File: src/rtl/cla_add_sequencer_pkg.sv
// Shared definitions for the nibble-serial carry-lookahead adder sequencer.
package cla_pkg;

    localparam int SLICE_W = 4;

    typedef enum logic [1:0] {
        IDLE = 2'd0,
        RUN  = 2'd1,
        DONE = 2'd2
    } state_e;

    function automatic int nslice(input int width);
        return width / SLICE_W;
    endfunction

endpackage

File: src/rtl/cla_add_sequencer_slice.sv
// Purely combinational 4-bit carry-lookahead adder slice, carries expanded two-level.
module cla4_slice (
    input  logic [3:0] a,
    input  logic [3:0] b,
    input  logic       ci,
    output logic [3:0] s,
    output logic       co
);

    logic [3:0] g_s;
    logic [3:0] p_s;
    logic [4:0] c_s;

    assign g_s = a & b;
    assign p_s = a ^ b;

    // Every carry is a flat sum of products of g, p and ci: no ripple through c_s.
    assign c_s[0] = ci;
    assign c_s[1] = g_s[0] | (p_s[0] & ci);
    assign c_s[2] = g_s[1] | (p_s[1] & g_s[0]) | (p_s[1] & p_s[0] & ci);
    assign c_s[3] = g_s[2] | (p_s[2] & g_s[1]) | (p_s[2] & p_s[1] & g_s[0])
                  | (p_s[2] & p_s[1] & p_s[0] & ci);
    assign c_s[4] = g_s[3] | (p_s[3] & g_s[2]) | (p_s[3] & p_s[2] & g_s[1])
                  | (p_s[3] & p_s[2] & p_s[1] & g_s[0])
                  | (p_s[3] & p_s[2] & p_s[1] & p_s[0] & ci);

    assign s  = p_s ^ c_s[3:0];
    assign co = c_s[4];

endmodule

File: src/rtl/cla_add_sequencer.sv
// WIDTH-bit adder that reuses one 4-bit CLA slice, one nibble per clock, LSB nibble first,
// with valid/ready handshakes on the operand and result sides.
module cla_add_sequencer
    import cla_pkg::*;
#(
    parameter int WIDTH = 16
) (
    input  logic             clk,
    input  logic             rst,
    input  logic             in_valid,
    output logic             in_ready,
    input  logic [WIDTH-1:0] a,
    input  logic [WIDTH-1:0] b,
    input  logic             cin,
    output logic             out_valid,
    input  logic             out_ready,
    output logic [WIDTH-1:0] sum,
    output logic             cout,
    output logic             ovf
);

    localparam int NSLICE = nslice(WIDTH);
    localparam int CNT_W  = (NSLICE > 1) ? $clog2(NSLICE) : 1;
    localparam logic [CNT_W-1:0] CNT_LAST = CNT_W'(NSLICE - 1);

    if ((WIDTH % SLICE_W) != 0 || WIDTH < SLICE_W) begin : g_bad_width
        $error("cla_add_sequencer: WIDTH must be a positive multiple of 4");
    end

    state_e             state_q,     state_d;
    logic [WIDTH-1:0]   a_sh_q,      a_sh_d;
    logic [WIDTH-1:0]   b_sh_q,      b_sh_d;
    logic [WIDTH-1:0]   sum_sh_q,    sum_sh_d;
    logic               carry_q,     carry_d;
    logic               a_msb_q,     a_msb_d;
    logic               b_msb_q,     b_msb_d;
    logic [CNT_W-1:0]   cnt_q,       cnt_d;
    logic               in_ready_q,  in_ready_d;
    logic               out_valid_q, out_valid_d;
    logic               ovf_q,       ovf_d;

    logic [SLICE_W-1:0] slice_s;
    logic               slice_co;

    cla4_slice u_slice (
        .a  (a_sh_q[SLICE_W-1:0]),
        .b  (b_sh_q[SLICE_W-1:0]),
        .ci (carry_q),
        .s  (slice_s),
        .co (slice_co)
    );

    // Next-state and datapath update; handshake flags and ovf are registered with the state.
    always_comb begin
        state_d     = state_q;
        a_sh_d      = a_sh_q;
        b_sh_d      = b_sh_q;
        sum_sh_d    = sum_sh_q;
        carry_d     = carry_q;
        a_msb_d     = a_msb_q;
        b_msb_d     = b_msb_q;
        cnt_d       = cnt_q;
        in_ready_d  = in_ready_q;
        out_valid_d = out_valid_q;
        ovf_d       = ovf_q;
        case (state_q)
            IDLE: begin
                if (in_valid) begin
                    a_sh_d     = a;
                    b_sh_d     = b;
                    carry_d    = cin;
                    a_msb_d    = a[WIDTH-1];
                    b_msb_d    = b[WIDTH-1];
                    cnt_d      = '0;
                    in_ready_d = 1'b0;
                    state_d    = RUN;
                end else begin
                    state_d = IDLE;
                end
            end
            RUN: begin
                sum_sh_d = (sum_sh_q >> SLICE_W) | (WIDTH'(slice_s) << (WIDTH - SLICE_W));
                a_sh_d   = a_sh_q >> SLICE_W;
                b_sh_d   = b_sh_q >> SLICE_W;
                carry_d  = slice_co;
                cnt_d    = cnt_q + 1'b1;
                if (cnt_q == CNT_LAST) begin
                    // The final slice produces the sum MSB, so overflow is known on this edge.
                    ovf_d       = (a_msb_q == b_msb_q) && (slice_s[SLICE_W-1] != a_msb_q);
                    out_valid_d = 1'b1;
                    state_d     = DONE;
                end else begin
                    state_d = RUN;
                end
            end
            DONE: begin
                if (out_ready) begin
                    out_valid_d = 1'b0;
                    in_ready_d  = 1'b1;
                    state_d     = IDLE;
                end else begin
                    state_d = DONE;
                end
            end
            default: begin
                out_valid_d = 1'b0;
                in_ready_d  = 1'b1;
                state_d     = IDLE;
            end
        endcase
    end

    // State and datapath registers, cleared asynchronously by rst.
    always_ff @(posedge clk or posedge rst) begin
        if (rst) begin
            state_q     <= IDLE;
            a_sh_q      <= '0;
            b_sh_q      <= '0;
            sum_sh_q    <= '0;
            carry_q     <= 1'b0;
            a_msb_q     <= 1'b0;
            b_msb_q     <= 1'b0;
            cnt_q       <= '0;
            in_ready_q  <= 1'b1;
            out_valid_q <= 1'b0;
            ovf_q       <= 1'b0;
        end else begin
            state_q     <= state_d;
            a_sh_q      <= a_sh_d;
            b_sh_q      <= b_sh_d;
            sum_sh_q    <= sum_sh_d;
            carry_q     <= carry_d;
            a_msb_q     <= a_msb_d;
            b_msb_q     <= b_msb_d;
            cnt_q       <= cnt_d;
            in_ready_q  <= in_ready_d;
            out_valid_q <= out_valid_d;
            ovf_q       <= ovf_d;
        end
    end

    assign in_ready  = in_ready_q;
    assign out_valid = out_valid_q;
    assign sum       = sum_sh_q;
    assign cout      = carry_q;
    assign ovf       = ovf_q;

endmodule

File: config.mk
export PLATFORM = sky130hd
export DESIGN_NAME = cla_add_sequencer
export DESIGN_NICKNAME = d
export VERILOG_FILES = /design/src/rtl/cla_add_sequencer_pkg.sv /design/src/rtl/cla_add_sequencer_slice.sv /design/src/rtl/cla_add_sequencer.sv
export SDC_FILE = /design/constraint.sdc
export NUM_CORES = 1
export LEC_CHECK = 0
export ABC_AREA = 1
export CORE_UTILIZATION = 40
export CTS_CLUSTER_SIZE = 28
export DETAILED_ROUTE_END_ITERATION = 8
export GPL_ROUTABILITY_DRIVEN = 0
export PLACE_DENSITY_LB_ADDON = 0.3
export SLEW_MARGIN = 0
export SYNTH_ARGS = -nofsm -noshare
export SYNTH_HDL_FRONTEND = slang
export SYNTH_HIERARCHICAL = 1
export SYNTH_SLANG_ARGS = --single-unit
File: constraint.sdc
create_clock -name clk -period 1.8 [get_ports clk]
set_input_delay 0.27 -clock clk [delete_from_list [all_inputs] [get_ports clk]]
set_output_delay 0.27 -clock clk [all_outputs]
set_load 0.02 [all_outputs]
* Word-level counts from Yosys, hierarchy flattened
Cells that the tools add are included.
Word-level totals: register bits after elaboration 58, logic and storage cells 78, output and inout port bits 20, bits of input ports 37
Cells by class: muxes and demuxes 18, $add $sub $neg 1, bitwise operators 32, reduce and logical (&&, ||, !) cells 8, equality and inequality tests 8
Operators with widths (number):
- $pmux 16 s2 | 2
- $mux 16 | 2
- $and 1x1->1 | 16
- $or 12x16->16 | 1
- $or 1x1->1 | 10
- $xor 4x4->4 | 2
- $mux 1 | 6
- $mux 2 | 3
- $ne 2x2->1 const B | 3
- $pmux 1 s3 | 2
- $pmux 2 s3 | 1
- $reduce_and 2->1 | 3
- $reduce_and 3->1 | 2
- $and 4x4->4 | 1
- $eq 2x2->1 const B | 2
- $pmux 2 s2 | 1
- $add 2x1->2 const B | 1
- $eq 2x1->1 const B | 1
- $logic_not 2->1 | 1
- $not 1->1 | 2
- $pmux 1 s2 | 1
- $reduce_bool 2->1 | 1
- $eq 1x1->1 | 1
- $logic_and 1x1->1 | 1
- $ne 1x1->1 | 1

* Logic depth before layout (Yosys ltp)
depth in word-level cells 8, depth in mapped cells 12, gate-level depth less buffers 12

* Hierarchy
Netlist, hierarchy kept.
By module, submodules not included:
- cla_add_sequencer | instances 1, cells each 333, seq. area each 1452.6 µm², area each 2635.0 µm²
- cla4_slice | instances 1, cells each 31, seq. area each 0.0 µm², area each 188.9 µm²

* Least setup slack after synthesis
No wires, ideal clock.
path type reg-to-reg, start point reg a_sh_q[2], end point reg ovf_q, in the netlist ovf, clock period less this slack 1.442 ns, slack 0.358 ns, setup time 0.116 ns, data arrival time 1.325 ns, stages on the path, launching flop included 11, buffers on the path 0, required time 1.684 ns, cell sequence dfrtp_1 > ha_1 > or2_0 > nand2_1 > nand3_1 > nand2_1 > inv_1 > nand3_1 > nand2_1 > nand2_1 > nand2_1
Between the ends: cells in the longest elaborated chain, start to end 8, elaborated cells on any way between the ends 13, classes of those cells eq/ne: 1; bitwise: 11; reduce/logical: 1
Ends and longest elaborated chain:
- start, declared | line cla_add_sequencer.sv:31 | logic [WIDTH-1:0] a_sh_q, a_sh_d;
- start signal, assigned | line cla_add_sequencer.sv:129 | a_sh_q <= a_sh_d;
- $xor 4x4->4 | line cla_add_sequencer_slice.sv:15 | assign p_s = a ^ b;
- $and 1x1->1, on equally long branches | line cla_add_sequencer_slice.sv:21, cla_add_sequencer_slice.sv:22
- $or 1x1->1, or another cell as far along | line cla_add_sequencer_slice.sv:21 | assign c_s[3] = g_s[2] | (p_s[2] & g_s[1]) | (p_s[2] & p_s[1] & g_s[0])
- $or 1x1->1 or $and 1x1->1 (tied branches) | line cla_add_sequencer_slice.sv:21, cla_add_sequencer_slice.sv:22
- $or 1x1->1 (*) | line cla_add_sequencer_slice.sv:22 | | (p_s[2] & p_s[1] & p_s[0] & ci);
- $xor 4x4->4 (*) | line cla_add_sequencer_slice.sv:27 | assign s = p_s ^ c_s[3:0];
- via slice_s[3] | line cla_add_sequencer.sv:42 | logic [SLICE_W-1:0] slice_s;
- $ne 1x1->1 (*) | line cla_add_sequencer.sv:89 | ovf_d = (a_msb_q == b_msb_q) && (slice_s[SLICE_W-1] != a_msb_q);
- $logic_and 1x1->1 (*) | line cla_add_sequencer.sv:89
- end signal, assigned | line cla_add_sequencer.sv:138 | ovf_q <= ovf_d;
- end, declared | line cla_add_sequencer.sv:40 | logic ovf_q, ovf_d;
Mark *: on every way through the listed nets, which the timed path passes. The rest lies on a longest branch. A chain may end at the register's enable or synchronous reset.

* Final worst setup path
start point reg in_ready_q, in the netlist in_ready, end point out in_ready
RTL lines:
- start, declared | line cla_add_sequencer.sv:38 | logic in_ready_q, in_ready_d;
- start signal, assigned | line cla_add_sequencer.sv:136 | in_ready_q <= in_ready_d;
- end, declared | line cla_add_sequencer.sv:11 | output logic in_ready,
No word-level cell between the ends.

==> run metrics <==
CTS tree=built; Vias=2418; DRT antenna net count=0; Synth Area per Inst=7.76 sq um; antenna violations before repair=0; I/O pin cnt=57; Startpoint Class=flip-flop; Hold Path Class=primary input to async pin; Worst Max-Slew Pin Slew=0.444 ns; placed instance area=3450 sq um; RSZ-0062 raised after global routing=false; crit path buf inv count=1; leakage power=1.94 nW; post-synth top area cell=dfrtp_1; Max VDD drop=0.000722 V; fin area=around 3600 sq um; HPWL after DPL=~3900 microns; detailed router's first-iteration violation count=128; Area Overhead vs Synth=28.9%; Max Cap Viol=0; Initial Util=41.6%; full die area=7400 sq um; crit share post-route=95.3%; routed vias/inst=4.65; global-route usage over all layers=17.6%; Setup Viol. Count Final=0; clock group share of total power=17.2%; Sw Pwr=2.79 mW; postcts setup bufs=0; Comb power frac=48.1%; outcome=complete, no violations; first-pass GRT wire length=10200 microns; Synth Instances=364; Synth Net Count=407; Clock transition at path regs=approximately 0.060 ns; simple-gate share of the synthesized area=36.3%; Crit Path Max Fanout=2; Worst Path Class, Setup=flip-flop to output port; Seq/Total Area, Yosys=51.4%; clock sink total=58; DRC=0; CTS Root Cell=clkbuf_8; family with the most delay on the worst path=buffers and inverters; sw frac=42.6%; Synth Area in Compound Gates=under 10%; Final Hold Vio Count=0; vias in the first global route=~2300; # H-tree levels=3; fin crit period=1.72 ns; Nets=463; part of the power in registers=approximately a third; Cell variety after synth=22; wire per inst=about 12 microns; share of cells above drive strength 1=7.08%; WP data arrival=1.45 ns; final slew viol count=0; Min Hold Slack=0.325 ns; number of buffers added on ports=56; die span in x=86.0 microns; Setup Skew=0.00667 ns; post-cts repair resize count=0; setup TNS=0 ns; largest net degree at the start of global routing=59; Worst slew margin=70.3%; CP Data Required Time=1.53 ns; pwr dens=1800 nW/um^2; Int Power=3.76 mW; max frequency=583 MHz; xor and xnor fraction of the mapped netlist area=0.310%; worst-skew pair later-pin latency=0.32 ns; Antenna diodes=0; CP endpoint kind=output port; core area=between 6000 and 7000 sq um; row cnt=30; final wirelength=about 6000 microns; die height=around 86 microns; largest family of logic cells by synthesized area=simple AND/OR/NAND/NOR gates; global route overflow=0; CP peak stage delay=0.59 ns; Clock Path Buffers=2; hold_buf cts=0; mux cell area share after synthesis=0%; Synth warnings=6; Cell Area, Synth=2820 sq um; largest cells by area after synthesis=dfrtp_1 (51%), nand2_1 (26%), nand3_1 (8.3%), ha_1 (2.2%), inv_1 (2.0%); register bit count reported by yosys=58; adder-cell share of the synthesized area=2.92%; slowest cell on the critical path=clkdlybuf4s50_1; post-synth top area share=50.5%; CP Cell Sequence=clkdlybuf4s50_1; Initial DRT Pass Iterations=4; CTS Buf Count=9
-- metrics by stage --
stage	utilization, %	setup WS, ns	std cells	total power [mW]
3_5_place_dp	50.8	0.230	505	5.44
2_1_floorplan	-	0.104	364	4.58
5_1_grt	53.6	0.0379	520	7.13
6_report	53.6	0.0844	520	6.54
4_1_cts	53.6	0.0688	520	6.59
3_3_place_gp	50.8	0.271	505	5.37
-- synthesized netlist by cell type --
library cell,instances
nand2_1,196
dfrtp_1,57
nand3_1,47
inv_1,15
buf_2,10
o21ai_0,8
ha_1,5
buf_4,4
buf_6,3
nor2_1,3
a21oi_1,2
inv_2,2
nand2_2,2
nand4_1,2
clkbuf_1,1
dfstp_2,1
fa_1,1
nand2_4,1
o21ai_4,1
o31ai_1,1
or2_0,1
xnor2_1,1
-- routing by layer --
layer  up-vias  routed length [microns]  global-route usage (%)
met3        10                      265                    3.56
met1      1092                     2910                    22.3
met5         -                        0                       0
met4         0                      100                    7.73
li1       1251                        -                       -
met2        65                     2790                    29.3
-- cells in the final DEF (no fill, tap or decap), types with 3 or more instances in the layout --
cell type,Yosys,routed
dfrtp_1,57,57
inv_2,2,3
nor2_1,3,3
buf_4,4,6
o21ai_0,8,8
nand2_1,196,196
clkdlybuf4s50_1,0,56
nand3_1,47,47
clkbuf_8,0,13
ha_1,5,5
inv_1,15,14
-- registers in the layout, summed over array words and instances (netlist names) --
| name | flops |
|---|---|
| a_msb_q | 1 |
| a_sh_q | 16 |
| b_msb_q | 1 |
| b_sh_q | 16 |
| cnt_q | 2 |
| cout | 1 |
| in_ready | 1 |
| out_valid | 1 |
| ovf | 1 |
| state_q | 2 |
| sum | 16 |
-- area by class of cell --
type / instances / area, sq um
Tap cell: 96 / 120
Inverter: 17 / 63.8
Clock inverter: 2 / 10.0
Sequential cell: 58 / 1450
Clock buffer: 13 / 179
Multi-Input combinational cell: 271 / 1190
Fill cell: 659 / 3150
Timing Repair Buffer: 63 / 626
-- logic make-up (layout without fill, tap and decap cells) --
logic type,count (synthesis),in the layout
xor gates and xnor gates,1,1
buffers and inverters,35,95
AOI/OAI and AO/OA,12,12
adders and majority gates,6,6
DFF,58,58
and+or+nand+nor,252,252
-- power groups by stage --
stage          combinational [mW]  sequential (mW)  clock, mW
2_1_floorplan                2.16             2.43          0
3_3_place_gp                 3.09             2.27          0
3_5_place_dp                 3.15             2.28          0
4_1_cts                      3.18             2.27       1.14
5_1_grt                      3.58             2.35       1.20
6_report                     3.15             2.27       1.12
-- path summary, 6_finish.rpt --
check	cells after the start	from	slack [ns]	end
max in group asynchronous	3	rst	1.17	in_ready
min in group clk	2	in_ready	0.47	in_ready
hold / removal	3	rst	0.33	sum[12]
setup reg to reg	10	b_sh_q[2]	0.22	ovf
hold reg to reg	2	in_ready	0.47	in_ready
setup / recovery	1	in_ready	0.08	in_ready
No activity file was read; power rests on OpenSTA's default activity.
